==> config.mk <==
export PLATFORM = sky130hd
export DESIGN_NAME = mc_control_fsm
export DESIGN_NICKNAME = d
export VERILOG_FILES = /design/src/rtl/mc_control_fsm.sv
export SDC_FILE = /design/constraint.sdc
export NUM_CORES = 1
export LEC_CHECK = 0
export ABC_AREA = 1
export CORE_MARGIN = 1.5
export CORE_UTILIZATION = 38
export CTS_CLUSTER_SIZE = 40
export DETAILED_ROUTE_END_ITERATION = 8
export PLACE_DENSITY_LB_ADDON = 0.08
export SLEW_MARGIN = 20
export SYNTH_ARGS = -nofsm -noshare
export SYNTH_HDL_FRONTEND = slang
export SYNTH_SLANG_ARGS = --single-unit
export TNS_END_PERCENT = 5
==> constraint.sdc <==
create_clock -name clk -period 1.3 [get_ports clk]
set_input_delay 0.26 -clock clk [delete_from_list [all_inputs] [get_ports clk]]
set_output_delay 0.26 -clock clk [all_outputs]
set_load 0.005 [all_outputs]
==> src/rtl/mc_control_fsm.sv <==
// Multi-cycle control unit for the rv32im core: sequences fetch/decode/execute/memory/writeback
// with valid/ready handshakes to a shared memory port and an iterative mul/div unit.
package mc_control_pkg;
  typedef enum logic [1:0] {
    ALU_SRCA_RD1   = 2'd0,
    ALU_SRCA_PC    = 2'd1,
    ALU_SRCA_OLDPC = 2'd2
  } AluSrcA_t;

  typedef enum logic [1:0] {
    ALU_SRCB_RD2     = 2'd0,
    ALU_SRCB_IMM_EXT = 2'd1,
    ALU_SRCB_4       = 2'd2
  } AluSrcB_t;

  typedef enum logic [2:0] {
    ALU_OP_ADD         = 3'd0,
    ALU_OP_ARITH_LOGIC = 3'd1,
    ALU_OP_BRANCH      = 3'd2,
    ALU_OP_LUI         = 3'd3,
    ALU_OP_AUIPC       = 3'd4
  } AluOp_t;

  typedef enum logic [2:0] {
    RESULT_SRC_ALURESULT = 3'd0,
    RESULT_SRC_READDATA  = 3'd1,
    RESULT_SRC_PCPLUS4   = 3'd2,
    RESULT_SRC_MULDIV    = 3'd3,
    RESULT_SRC_CSRDATA   = 3'd4
  } ResultSrc_t;

  typedef enum logic [2:0] {
    IMMSRC_I_TYPE = 3'd0,
    IMMSRC_S_TYPE = 3'd1,
    IMMSRC_B_TYPE = 3'd2,
    IMMSRC_U_TYPE = 3'd3,
    IMMSRC_J_TYPE = 3'd4,
    IMMSRC_R_TYPE = 3'd5
  } ImmSrc_t;
endpackage

module mc_control_fsm
  import mc_control_pkg::*;
#(
  parameter bit MULDIV_EN    = 1'b1,
  parameter bit CSR_EN       = 1'b1,
  parameter bit ILLEGAL_HALT = 1'b1
) (
  input  logic       clk,
  input  logic       reset,
  input  logic [6:0] op,
  input  logic       funct7b1,
  input  logic       mem_ready,
  input  logic       md_ready,
  output logic       mem_valid,
  output logic       md_valid,
  output logic       AdrSrc,
  output logic       IRWrite,
  output logic       PCUpdate,
  output logic       Branch,
  output logic       RegWrite,
  output logic       MemWrite,
  output AluSrcA_t   AluSrcA,
  output AluSrcB_t   AluSrcB,
  output AluOp_t     AluOp,
  output ResultSrc_t ResultSrc,
  output ImmSrc_t    ImmSrc,
  output logic       icycle_inc,
  output logic       illegal_instr,
  output logic       halted
);

  localparam logic [6:0] OP_LOAD   = 7'b000_0011;
  localparam logic [6:0] OP_STORE  = 7'b010_0011;
  localparam logic [6:0] OP_RTYPE  = 7'b011_0011;
  localparam logic [6:0] OP_ITYPE  = 7'b001_0011;
  localparam logic [6:0] OP_JAL    = 7'b110_1111;
  localparam logic [6:0] OP_JALR   = 7'b110_0111;
  localparam logic [6:0] OP_BRANCH = 7'b110_0011;
  localparam logic [6:0] OP_LUI    = 7'b011_0111;
  localparam logic [6:0] OP_AUIPC  = 7'b001_0111;
  localparam logic [6:0] OP_SYSTEM = 7'b111_0011;

  typedef enum logic [4:0] {
    S_FETCH    = 5'd0,
    S_DECODE   = 5'd1,
    S_MEMADR   = 5'd2,
    S_MEMREAD  = 5'd3,
    S_MEMWB    = 5'd4,
    S_MEMWRITE = 5'd5,
    S_EXEC_R   = 5'd6,
    S_EXEC_I   = 5'd7,
    S_LUI      = 5'd8,
    S_AUIPC    = 5'd9,
    S_ALUWB    = 5'd10,
    S_JAL      = 5'd11,
    S_JALR     = 5'd12,
    S_BRANCH   = 5'd13,
    S_MULDIV   = 5'd14,
    S_CSR      = 5'd15,
    S_ILLEGAL  = 5'd16,
    S_HALT     = 5'd17
  } state_t;

  state_t state_r;
  state_t next_state_s;

  // State register
  always_ff @(posedge clk or posedge reset) begin
    if (reset) begin
      state_r <= S_FETCH;
    end else begin
      state_r <= next_state_s;
    end
  end

  // Next-state logic; handshake states only advance on their own ready
  always_comb begin
    next_state_s = state_r;
    case (state_r)
      S_FETCH: begin
        if (mem_ready) next_state_s = S_DECODE;
        else           next_state_s = S_FETCH;
      end
      S_DECODE: begin
        case (op)
          OP_LOAD, OP_STORE: next_state_s = S_MEMADR;
          OP_RTYPE: begin
            if (!funct7b1)      next_state_s = S_EXEC_R;
            else if (MULDIV_EN) next_state_s = S_MULDIV;
            else                next_state_s = S_ILLEGAL;
          end
          OP_ITYPE:  next_state_s = S_EXEC_I;
          OP_JAL:    next_state_s = S_JAL;
          OP_JALR:   next_state_s = S_JALR;
          OP_BRANCH: next_state_s = S_BRANCH;
          OP_LUI:    next_state_s = S_LUI;
          OP_AUIPC:  next_state_s = S_AUIPC;
          OP_SYSTEM: begin
            if (CSR_EN) next_state_s = S_CSR;
            else        next_state_s = S_ILLEGAL;
          end
          default:   next_state_s = S_ILLEGAL;
        endcase
      end
      S_MEMADR: begin
        if (op == OP_LOAD) next_state_s = S_MEMREAD;
        else               next_state_s = S_MEMWRITE;
      end
      S_MEMREAD: begin
        if (mem_ready) next_state_s = S_MEMWB;
        else           next_state_s = S_MEMREAD;
      end
      S_MEMWRITE: begin
        if (mem_ready) next_state_s = S_FETCH;
        else           next_state_s = S_MEMWRITE;
      end
      S_MULDIV: begin
        if (md_ready) next_state_s = S_FETCH;
        else          next_state_s = S_MULDIV;
      end
      S_EXEC_R, S_EXEC_I, S_LUI, S_AUIPC: next_state_s = S_ALUWB;
      S_MEMWB, S_ALUWB, S_JAL, S_JALR, S_BRANCH, S_CSR: next_state_s = S_FETCH;
      S_ILLEGAL: begin
        if (ILLEGAL_HALT) next_state_s = S_HALT;
        else              next_state_s = S_FETCH;
      end
      S_HALT:  next_state_s = S_HALT;
      default: next_state_s = S_FETCH;
    endcase
  end

  // Output decode; reset forces every request low without waiting for a clock
  always_comb begin
    mem_valid     = 1'b0;
    md_valid      = 1'b0;
    AdrSrc        = 1'b0;
    IRWrite       = 1'b0;
    PCUpdate      = 1'b0;
    Branch        = 1'b0;
    RegWrite      = 1'b0;
    MemWrite      = 1'b0;
    AluSrcA       = ALU_SRCA_RD1;
    AluSrcB       = ALU_SRCB_RD2;
    AluOp         = ALU_OP_ADD;
    ResultSrc     = RESULT_SRC_ALURESULT;
    icycle_inc    = 1'b0;
    illegal_instr = 1'b0;
    halted        = 1'b0;
    if (reset) begin
      mem_valid = 1'b0;
      md_valid  = 1'b0;
    end else begin
      case (state_r)
        S_FETCH: begin
          mem_valid = 1'b1;
          if (mem_ready) begin
            IRWrite  = 1'b1;
            PCUpdate = 1'b1;
            AluSrcA  = ALU_SRCA_PC;
            AluSrcB  = ALU_SRCB_4;
          end else begin
            IRWrite  = 1'b0;
          end
        end
        S_DECODE: begin
          AluSrcA = ALU_SRCA_OLDPC;
          AluSrcB = ALU_SRCB_IMM_EXT;
        end
        S_MEMADR: AluSrcB = ALU_SRCB_IMM_EXT;
        S_MEMREAD: begin
          mem_valid = 1'b1;
          AdrSrc    = 1'b1;
        end
        S_MEMWB: begin
          ResultSrc  = RESULT_SRC_READDATA;
          RegWrite   = 1'b1;
          icycle_inc = 1'b1;
        end
        S_MEMWRITE: begin
          mem_valid = 1'b1;
          MemWrite  = 1'b1;
          AdrSrc    = 1'b1;
          if (mem_ready) icycle_inc = 1'b1;
          else           icycle_inc = 1'b0;
        end
        S_EXEC_R: AluOp = ALU_OP_ARITH_LOGIC;
        S_EXEC_I: begin
          AluOp   = ALU_OP_ARITH_LOGIC;
          AluSrcB = ALU_SRCB_IMM_EXT;
        end
        S_LUI: begin
          AluOp   = ALU_OP_LUI;
          AluSrcB = ALU_SRCB_IMM_EXT;
        end
        S_AUIPC: begin
          AluOp   = ALU_OP_AUIPC;
          AluSrcA = ALU_SRCA_OLDPC;
          AluSrcB = ALU_SRCB_IMM_EXT;
        end
        S_ALUWB: begin
          RegWrite   = 1'b1;
          icycle_inc = 1'b1;
        end
        // Jump target was already formed in DECODE and sits in the ALU result register
        S_JAL: begin
          PCUpdate   = 1'b1;
          ResultSrc  = RESULT_SRC_PCPLUS4;
          RegWrite   = 1'b1;
          icycle_inc = 1'b1;
        end
        S_JALR: begin
          AluSrcB    = ALU_SRCB_IMM_EXT;
          PCUpdate   = 1'b1;
          ResultSrc  = RESULT_SRC_PCPLUS4;
          RegWrite   = 1'b1;
          icycle_inc = 1'b1;
        end
        S_BRANCH: begin
          AluOp      = ALU_OP_BRANCH;
          Branch     = 1'b1;
          icycle_inc = 1'b1;
        end
        S_MULDIV: begin
          md_valid = 1'b1;
          if (md_ready) begin
            ResultSrc  = RESULT_SRC_MULDIV;
            RegWrite   = 1'b1;
            icycle_inc = 1'b1;
          end else begin
            RegWrite   = 1'b0;
          end
        end
        S_CSR: begin
          ResultSrc  = RESULT_SRC_CSRDATA;
          RegWrite   = 1'b1;
          icycle_inc = 1'b1;
        end
        S_ILLEGAL: illegal_instr = 1'b1;
        S_HALT:    halted        = 1'b1;
        default:   halted        = 1'b0;
      endcase
    end
  end

  // Immediate format decoded straight from the opcode
  always_comb begin
    ImmSrc = IMMSRC_R_TYPE;
    case (op)
      OP_LOAD, OP_ITYPE, OP_JALR, OP_SYSTEM: ImmSrc = IMMSRC_I_TYPE;
      OP_STORE:                              ImmSrc = IMMSRC_S_TYPE;
      OP_BRANCH:                             ImmSrc = IMMSRC_B_TYPE;
      OP_LUI, OP_AUIPC:                      ImmSrc = IMMSRC_U_TYPE;
      OP_JAL:                                ImmSrc = IMMSRC_J_TYPE;
      default:                               ImmSrc = IMMSRC_R_TYPE;
    endcase
  end

endmodule

==> Implementation_results.wiki, run 1 <==
{| class="wikitable"
! Metric !! Value
|-
| Number of distinct library cells after synthesis || 25
|-
| DR vias || 1,669
|-
| Violations in the final reports || negative setup slack
|-
| Crit Path Category || reg2out
|-
| Startpoint of the tightest hold check path || op[4]
|-
| Die span in x || roughly 50 um
|-
| Number of endpoints with negative hold slack in the final report || 0
|-
| Skew-Pair Late Insertion Delay || between 0.2 and 0.3 ns
|-
| Fmax achieved || approximately 520 MHz
|-
| Max stage delay on crit path || approximately 0.47 ns
|-
| Worst-path cell chain || nor2_4 -> buf_6 -> buf_4 -> nand3_1 -> nand2_1 -> nor2_1 -> nand2_1 -> nand2_1 -> nand2_1 -> buf_2
|-
| Setup violators final || 29
|-
| Std-Cell Core Area || 0.00200 mm^2
|-
| Dominant cells by area after synthesis || nand2_1 23%, nor2_1 19%, dfrtp_1 15%, inv_1 9.5%, nand3_1 5.4%
|-
| Drt total wl || roughly 5600 um
|-
| Status || finished with violations
|-
| Number of standard cells after synthesis || roughly 160
|-
| Cell type with the highest occurrence count on the critical path || nand2_1
|-
| Area fraction of the dominant cell type after synthesis || 0.231
|-
| Type of the most critical hold path || in2reg
|-
| Least-Margin Pin Slew || 0.298 ns
|-
| VDD IR-drop max || between 0.9 and 1 mV
|-
| Beginning of the critical path || state_r[2]$_DFF_PP0_
|-
| Clock Pin Slew Worst Setup and Hold Paths || about 0.040 ns
|-
| Netlist area before placement || 827 um^2
|-
| Final max-slew violation count || 0
|-
| Average vias per placed instance || around 6
|-
| Setup repair after global routing missed its margin || true
|-
| CTS tree || done
|-
| Post-synth top area cell || nand2_1
|-
| Worst-case setup margin in the final layout || -0.612 ns
|-
| Post-Route Skew || ~0.014 ns
|-
| Number of antenna-violating nets in the routed design || 0
|-
| Fill cells || 61
|-
| I/O pin count || 36
|-
| Height of the die || between 40 and 50 um
|-
| Number of buffers added by the clock tree synthesis step || 3
|-
| Global-route total usage across every layer || 0.380
|-
| Leading registers by flop count || state_r (5)
|-
| Grt ovf || 0
|-
| CP required || 1.04 ns
|-
| Number of placement rows || 16
|-
| Final clock period utilization by the worst path || 1.47
|-
| Clock sink count || 5
|-
| Syn-to-layout area delta || 130%
|-
| Yosys warning total || 0
|-
| Worst Path Arrival || 1.65 ns
|-
| Final worst path period need || about 1.9 ns
|-
| Mean routed wirelength per cell || between 15 and 20 um
|-
| Final antenna diode count || 0
|-
| CP bufs+invs || 3
|-
| Startpoint of the worst-slack reg-to-reg timing path || state_r[2]$_DFF_PP0_
|-
| Critical Path End Type || primary output
|-
| Detailed-route DRC error count || 0
|-
| Register with the most flip-flops || state_r
|-
| Static leakage || approximately 1.0 nW
|-
| Vias in the first global route || 1,566
|-
| Total nets after synthesis || around 180
|-
| Initial core utilization || 0.413
|-
| I/O Buffers || 35
|-
| Peak fanout along the critical path || 5
|-
| Global placement routability congestion || 0.939
|-
| Maximum number of pins on one net before global-route repair || 16
|-
| Layout cell share with drive strength beyond 1 || 0.624
|-
| Final Total Pwr || between 1.5 and 2 mW
|-
| Number of flip-flops in the largest register || 5
|-
| Flops & latches, synth || 5
|-
| Total number of nets in the final design || 271
|-
| CTS Buffer Depth || 2
|-
| Worst rel slew slack || 0.800
|-
| Hold bufs inserted after CTS || 0
|-
| HPWL after detailed placement || 2410 um
|-
| Cell at the slowest stage of the critical path || dfrtp_2
|-
| Synthesized area per cell || 5.04 um^2
|-
| Critical path startpoint category || register
|-
| Root Buffer || clkbuf_4
|-
| DR pass1 iterations || 5
|-
| Die Footprint || 0.00247 mm^2
|-
| Family with the most delay on the worst path || simple AND/OR/NAND/NOR gates
|-
| Max cap viols || 0
|-
| DRC violation total after the first TritonRoute iteration || just over 70
|-
| Max H-tree Level || 1
|-
| Pwr per Cell Area || slightly below 1000 mW/mm^2
|-
| Worst slack on hold paths || between 0.5 and 0.6 ns
|-
| Global-route wire length before repair || 7070 um
|-
| Number of antenna violations at the first check in global routing || 0
|-
| Sequential-to-total area share from yosys stat || 0.151
|}
## cells in the final DEF (no fill, tap or decap), types with 3 or more instances in the layout
cell type	instances
inv_4	4
inv_2	9
nor2_1	22
nand3_4	4
clkdlybuf4s50_1	4
clkdlybuf4s15_1	3
nand3_1	4
nor2_2	7
buf_2	20
buf_4	49
o21ai_1	4
dfrtp_2	4
clkbuf_4	3
nand2_4	7
nand2_1	34
nor2_4	14
buf_6	10
nor3_2	5
inv_1	11
clkbuf_2	4
dlygate4sd2_1	4
nand2_2	12
## where the power goes
| group | total [mW] | switching, mW | internal (mW) |
|---|---|---|---|
| Sequential | 0.269 | 0.0719 | 0.197 |
| Clock | 0.200 | 0.0833 | 0.117 |
| Combinational | 1.39 | 0.780 | 0.615 |
## through the flow
step / area [um^2] / util / setup TNS, ns / setup slack (ns) / std cells
after detailed placement: 1490 / 0.744 / -16.34 / -0.809 / 262
final: 1900 / 0.950 / -12.75 / -0.612 / 285
after global placement: 1490 / 0.744 / -15.65 / -0.751 / 262
after CTS: 1800 / 0.899 / -9.49 / -0.516 / 282
after global routing: 1900 / 0.950 / -14.01 / -0.661 / 285
after floorplan: 832 / - / -0.240 / -0.103 / 164
## worst min-delay path, cell delays in order
cell	delay, ns
clkbuf_2	0.10
buf_4	0.11
nand2_1	0.05
nand3_1	0.07
nand2_1	0.05
nand2_1	0.09
## cell usage after synthesis
cell / number
o2111ai_1: 1
nor4_1: 1
o22ai_1: 1
buf_4: 2
nand2_1: 51
nand2_2: 2
nand3_4: 1
o211ai_1: 1
nor2_4: 1
a21oi_1: 2
clkbuf_1: 2
o21ai_1: 1
nor2_1: 41
a31oi_1: 1
buf_6: 1
nand3_1: 9
o21ai_0: 5
nor2_2: 1
nor3_1: 7
nor3_2: 1
nand4_1: 2
nand3b_1: 1
dfrtp_1: 5
inv_2: 3
inv_1: 21
## area by class of cell
cell class / instances / area [um^2] / area share
Tap cell: 27 / 33.8 / 0.0178
Sequential cell: 5 / 130 / 0.0684
Clock buffer: 4 / 26.3 / 0.0138
Inverter: 24 / 100 / 0.0526
Timing Repair Buffer: 95 / 726 / 0.382
Multi-Input combinational cell: 130 / 886 / 0.466
## final timing paths
check | end | slack [ns] | cells after the start
max in group asynchronous | state_r[2]$_DFF_PP0_ | 0.46 | 4
worst max register to register | state_r[2]$_DFF_PP0_ | -0.47 | 10
worst max-delay path | icycle_inc | -0.61 | 10
min in group asynchronous | state_r[0]$_DFF_PP0_ | 0.69 | 4
worst min register to register | state_r[4]$_DFF_PP0_ | 0.86 | 4
worst min-delay path | state_r[2]$_DFF_PP0_ | 0.51 | 6
## cell families after synthesis
group           share of synthesized area
simple gates                        0.616
buf+inv                             0.150
compound gates                     0.0832
flops                               0.151
## routing by layer
| layer | part of all wire | track usage | up-vias |
|---|---|---|---|
| li1 | - | - | 698 |
| met4 | 0.10 | 0.282 | 0 |
| met1 | 0.31 | 0.348 | 732 |
| met5 | 0 | 0 | - |
| met3 | 0.10 | 0.0727 | 64 |
| met2 | 0.49 | 0.727 | 175 |
## timing repair
action,CTS,global route
setup endpoints to repair,29,29
pin swaps,23,15
buffers inserted,16,3
resized for setup,169,37
(Power assumes the default switching activity.)
==> inputs of run 2 (changes only) <==
--- a/config.mk
+++ b/config.mk
@@ -8,6 +8,7 @@
 export ABC_AREA = 1
 export CORE_MARGIN = 1.5
 export CORE_UTILIZATION = 38
+export CTS_CLUSTER_DIAMETER = 200
 export CTS_CLUSTER_SIZE = 40
 export DETAILED_ROUTE_END_ITERATION = 8
 export PLACE_DENSITY_LB_ADDON = 0.08
==> results of run 2 <==
Same layout as run 1: the final DEF is identical, and so are final timing and power.
==> inputs of run 3 (changes only) <==
--- a/config.mk
+++ b/config.mk
@@ -11,7 +11,7 @@
 export CTS_CLUSTER_DIAMETER = 200
 export CTS_CLUSTER_SIZE = 40
 export DETAILED_ROUTE_END_ITERATION = 8
-export PLACE_DENSITY_LB_ADDON = 0.08
+export PLACE_DENSITY = 0.76
 export SLEW_MARGIN = 20
 export SYNTH_ARGS = -nofsm -noshare
 export SYNTH_HDL_FRONTEND = slang
==> run 3 against run 2 <==
Effect of this change:
- global-route usage fell by 1.6 points
- first-iteration DRC count up 71%
- critical path type unchanged
- via count down 3.9%
- combinational power about the same
- the run still ends with negative setup slack left
- routed wire length fell by 12%
==> Implementation_results.wiki, run 3 (synthesis results as in run 1) <==
{| class="wikitable"
! Metric !! Value
|-
| Met2 Use GR || 0.671 (was 0.727)
|-
| Power share of the combinational group || 0.755 (was 0.748)
|-
| Fmax achieved || 521 MHz (was 523 MHz)
|-
| Average vias per placed instance || 5.63 (was 5.86)
|-
| GR peak layer || met2 (unchanged)
|-
| Vias in the first global route || 1,587 (was 1,566)
|-
| Layout cell share with drive strength beyond 1 || 0.539 (was 0.624)
|-
| R2R Path End || state_r[4]$_DFF_PP0_ (was state_r[2]$_DFF_PP0_)
|-
| Pwr per Cell Area || 1000 mW/mm^2 (was 980 mW/mm^2)
|-
| Worst Path Arrival || 1.66 ns (was 1.65 ns)
|-
| Clock sink count || 5 (unchanged)
|-
| Power dissipated by switching net loads || 0.862 mW (was 0.935 mW)
|-
| I/O Buffers || 35 (unchanged)
|-
| Std-Cell Core Area || 0.00200 mm^2 (unchanged)
|-
| Number of flip-flops in the largest register || 5 (unchanged)
|-
| Critical path startpoint category || register (unchanged)
|-
| Most frequent cells in the layout || 49 x buf_4, 41 x nand2_1, 26 x nor2_1 (was 49 x buf_4, 34 x nand2_1, 22 x nor2_1)
|-
| Worst rel slew slack || 0.785 (was 0.800)
|-
| Global-route wire length before repair || 7070 um (about the same)
|-
| Max cap viols || 0 (unchanged)
|-
| Area of all placed cells without fillers || 0.00184 mm^2 (was 0.00190 mm^2)
|-
| VDD IR-drop max || 0.950 mV (was 0.939 mV)
|-
| Placed Cells || 258 (was 262)
|-
| Die span in x || 49.7 um (unchanged)
|-
| Mean routed wirelength per cell || 17.2 um (was 19.7 um)
|-
| DR vias || 1,604 (was 1,669)
|-
| Number of placement rows || 16 (unchanged)
|-
| CP required || 1.04 ns (about the same)
|-
| Peak fanout along the critical path || 4 (was 5)
|-
| Worst-case setup margin in the final layout || -0.620 ns (was -0.612 ns)
|-
| Share of total power in the clock network || 0.103 (was 0.108)
|-
| Final Total Pwr || 1.84 mW (was 1.86 mW)
|-
| Number of buffers added by the clock tree synthesis step || 3 (unchanged)
|-
| Clock Pin Slew Worst Setup and Hold Paths || 0.05 ns (was 0.04 ns)
|-
| Setup repair after global routing missed its margin || true (unchanged)
|-
| I/O pin count || 36 (unchanged)
|-
| Die Footprint || 0.00247 mm^2 (unchanged)
|-
| Slack of the worst reg-to-reg path || -0.54 ns (was -0.47 ns)
|-
| Beginning of the critical path || state_r[4]$_DFF_PP0_ (was state_r[2]$_DFF_PP0_)
|-
| Number of standard cells in the layout, taps in and fillers out || 285 (unchanged)
|-
| Critical Path End Type || primary output (unchanged)
|-
| Status || finished with violations (unchanged)
|-
| Grt ovf || 0 (unchanged)
|-
| Skew-Pair Late Insertion Delay || 0.25 ns (was 0.27 ns)
|-
| Global-route total usage across every layer || 0.364 (was 0.380)
|-
| Number of endpoints with negative hold slack in the final report || 0 (unchanged)
|-
| Final max-slew violation count || 0 (unchanged)
|-
| Switching power as a share of total power || 0.468 (was 0.502)
|-
| TNS Setup || -13.84 ns (was -12.75 ns)
|-
| Post-Route Skew || 0.00589 ns (was 0.0143 ns)
|-
| Static leakage || 1.01 nW (was 1.03 nW)
|-
| Setup violators final || 29 (unchanged)
|-
| Type of the most critical hold path || in2reg (unchanged)
|-
| Drt total wl || 4920 um (was 5620 um)
|-
| Register with the most flip-flops || state_r (unchanged)
|-
| Commonest non-fill, non-tap cell in the layout || buf_4 (unchanged)
|-
| DR pass1 iterations || 5 (unchanged)
|-
| Height of the die || 49.7 um (unchanged)
|-
| Number of antenna-violating nets in the routed design || 0 (unchanged)
|-
| Total number of nets in the final design || 271 (unchanged)
|-
| GR met3 Demand/Resource || 0.0455 (was 0.0727)
|-
| Int Power || 0.980 mW (was 0.929 mW)
|-
| Cell count of the worst reg-to-reg path || 10 (unchanged)
|-
| Violations in the final reports || negative setup slack (unchanged)
|-
| Leading registers by flop count || state_r (5) (unchanged)
|-
| Dpl cell area || 0.00146 mm^2 (was 0.00149 mm^2)
|-
| Final worst path period need || 1.92 ns (was 1.91 ns)
|-
| Max H-tree Level || 1 (unchanged)
|-
| Grt met1 use || 0.413 (was 0.348)
|-
| Final core utilization || 0.918 (was 0.950)
|-
| Maximum number of pins on one net before global-route repair || 16 (unchanged)
|-
| Syn-to-layout area delta || 122% (was 130%)
|-
| Global placement routability congestion || 0.940 (was 0.939)
|-
| Root Buffer || clkbuf_4 (unchanged)
|-
| Initial core utilization || 0.413 (unchanged)
|-
| Sequential power share || 0.142 (was 0.144)
|-
| HPWL after detailed placement || 2420 um (was 2410 um)
|-
| Number of antenna violations at the first check in global routing || 0 (unchanged)
|-
| Crit Path Category || reg2out (unchanged)
|-
| Final antenna diode count || 0 (unchanged)
|-
| DRC violation total after the first TritonRoute iteration || 123 (was 72)
|-
| Final clock period utilization by the worst path || 1.48 (was 1.47)
|-
| CTS tree || done (unchanged)
|-
| Capturing element of the worst setup path || icycle_inc (unchanged)
|-
| CTS Buffer Depth || 2 (unchanged)
|-
| Startpoint of the worst-slack reg-to-reg timing path || state_r[4]$_DFF_PP0_ (was state_r[2]$_DFF_PP0_)
|-
| Detailed-route DRC error count || 0 (unchanged)
|-
| Least-Margin Pin Slew || 0.322 ns (was 0.298 ns)
|}
==> run 3: cell count changes in the layout (fill, tap and decap cells not counted), sizes merged <==
| cell | change |
|---|---|
| clkdlybuf4s15 | +3 |
| dlymetal6s2s | +1 |
| clkdlybuf4s50 | +3 |
| dlygate4sd2 | +1 |
| buf | -5 |
| clkbuf | -3 |
==> run 3: worst min-delay path by stage <==
stage / startpoint / to / slack [ns] / cells past startpoint
after CTS: op[4] / state_r[2]$_DFF_PP0_ / 0.63 / 6
after global routing: op[4] / state_r[2]$_DFF_PP0_ / 0.68 / 6
final: op[4] / state_r[2]$_DFF_PP0_ / 0.64 / 6
after floorplan: reset / state_r[0]$_DFF_PP0_ / 0.22 / 2
after detailed placement: state_r[1]$_DFF_PP0_ / state_r[4]$_DFF_PP0_ / 0.79 / 4
after global placement: state_r[1]$_DFF_PP0_ / state_r[4]$_DFF_PP0_ / 0.77 / 4
==> run 3: timing repair <==
action | 4_1_cts | 5_1_grt
hold buffers | 0 | 0
setup endpoints to repair | 29 | 29
endpoints found under the hold margin | 0 | 0
gates cloned | 0 | 0
buffers inserted | 20 | 3
pin swaps | 19 | 14
resized for setup | 139 | 21
==> run 3: power groups by stage <==
stage,Clock [mW],Combinational [mW],Sequential (mW)
2_1_floorplan,0,0.335,0.237
4_1_cts,0.182,1.15,0.247
5_1_grt,0.206,1.45,0.263
6_report,0.189,1.39,0.261
3_3_place_gp,0,0.799,0.241
3_5_place_dp,0,0.820,0.242
==> run 3: area by class of cell <==
type                       count  area, um^2
clock buffer                   4        26.3
fill                          89         165
tap                           27        33.8
timing repair buffer          95         766
sequential                     5         130
inverter                      24        92.6
multi-input combinational    130         788
==> run 3: critical path, cell delays in order (launching register included) <==
cell	delay (ns)
dfrtp_2	0.45
buf_6	0.14
nor2_4	0.18
buf_6	0.13
nand3_4	0.07
nand2_2	0.08
nor2_2	0.04
nand2_1	0.08
nand2_1	0.08
nand2_1	0.06
buf_2	0.10
==> run 3: layer usage <==
metal	vias to the layer above	share of wire
li1	699	-
met1	740	0.37
met2	126	0.50
met3	39	0.082
met4	0	0.052
met5	-	0
==> run 3: stage by stage <==
step,worst slack (ns),hold slack [ns]
after floorplan,-0.103,0.219
after global placement,-0.734,0.771
after detailed placement,-0.765,0.787
after CTS,-0.553,0.627
after global routing,-0.675,0.684
final,-0.620,0.638
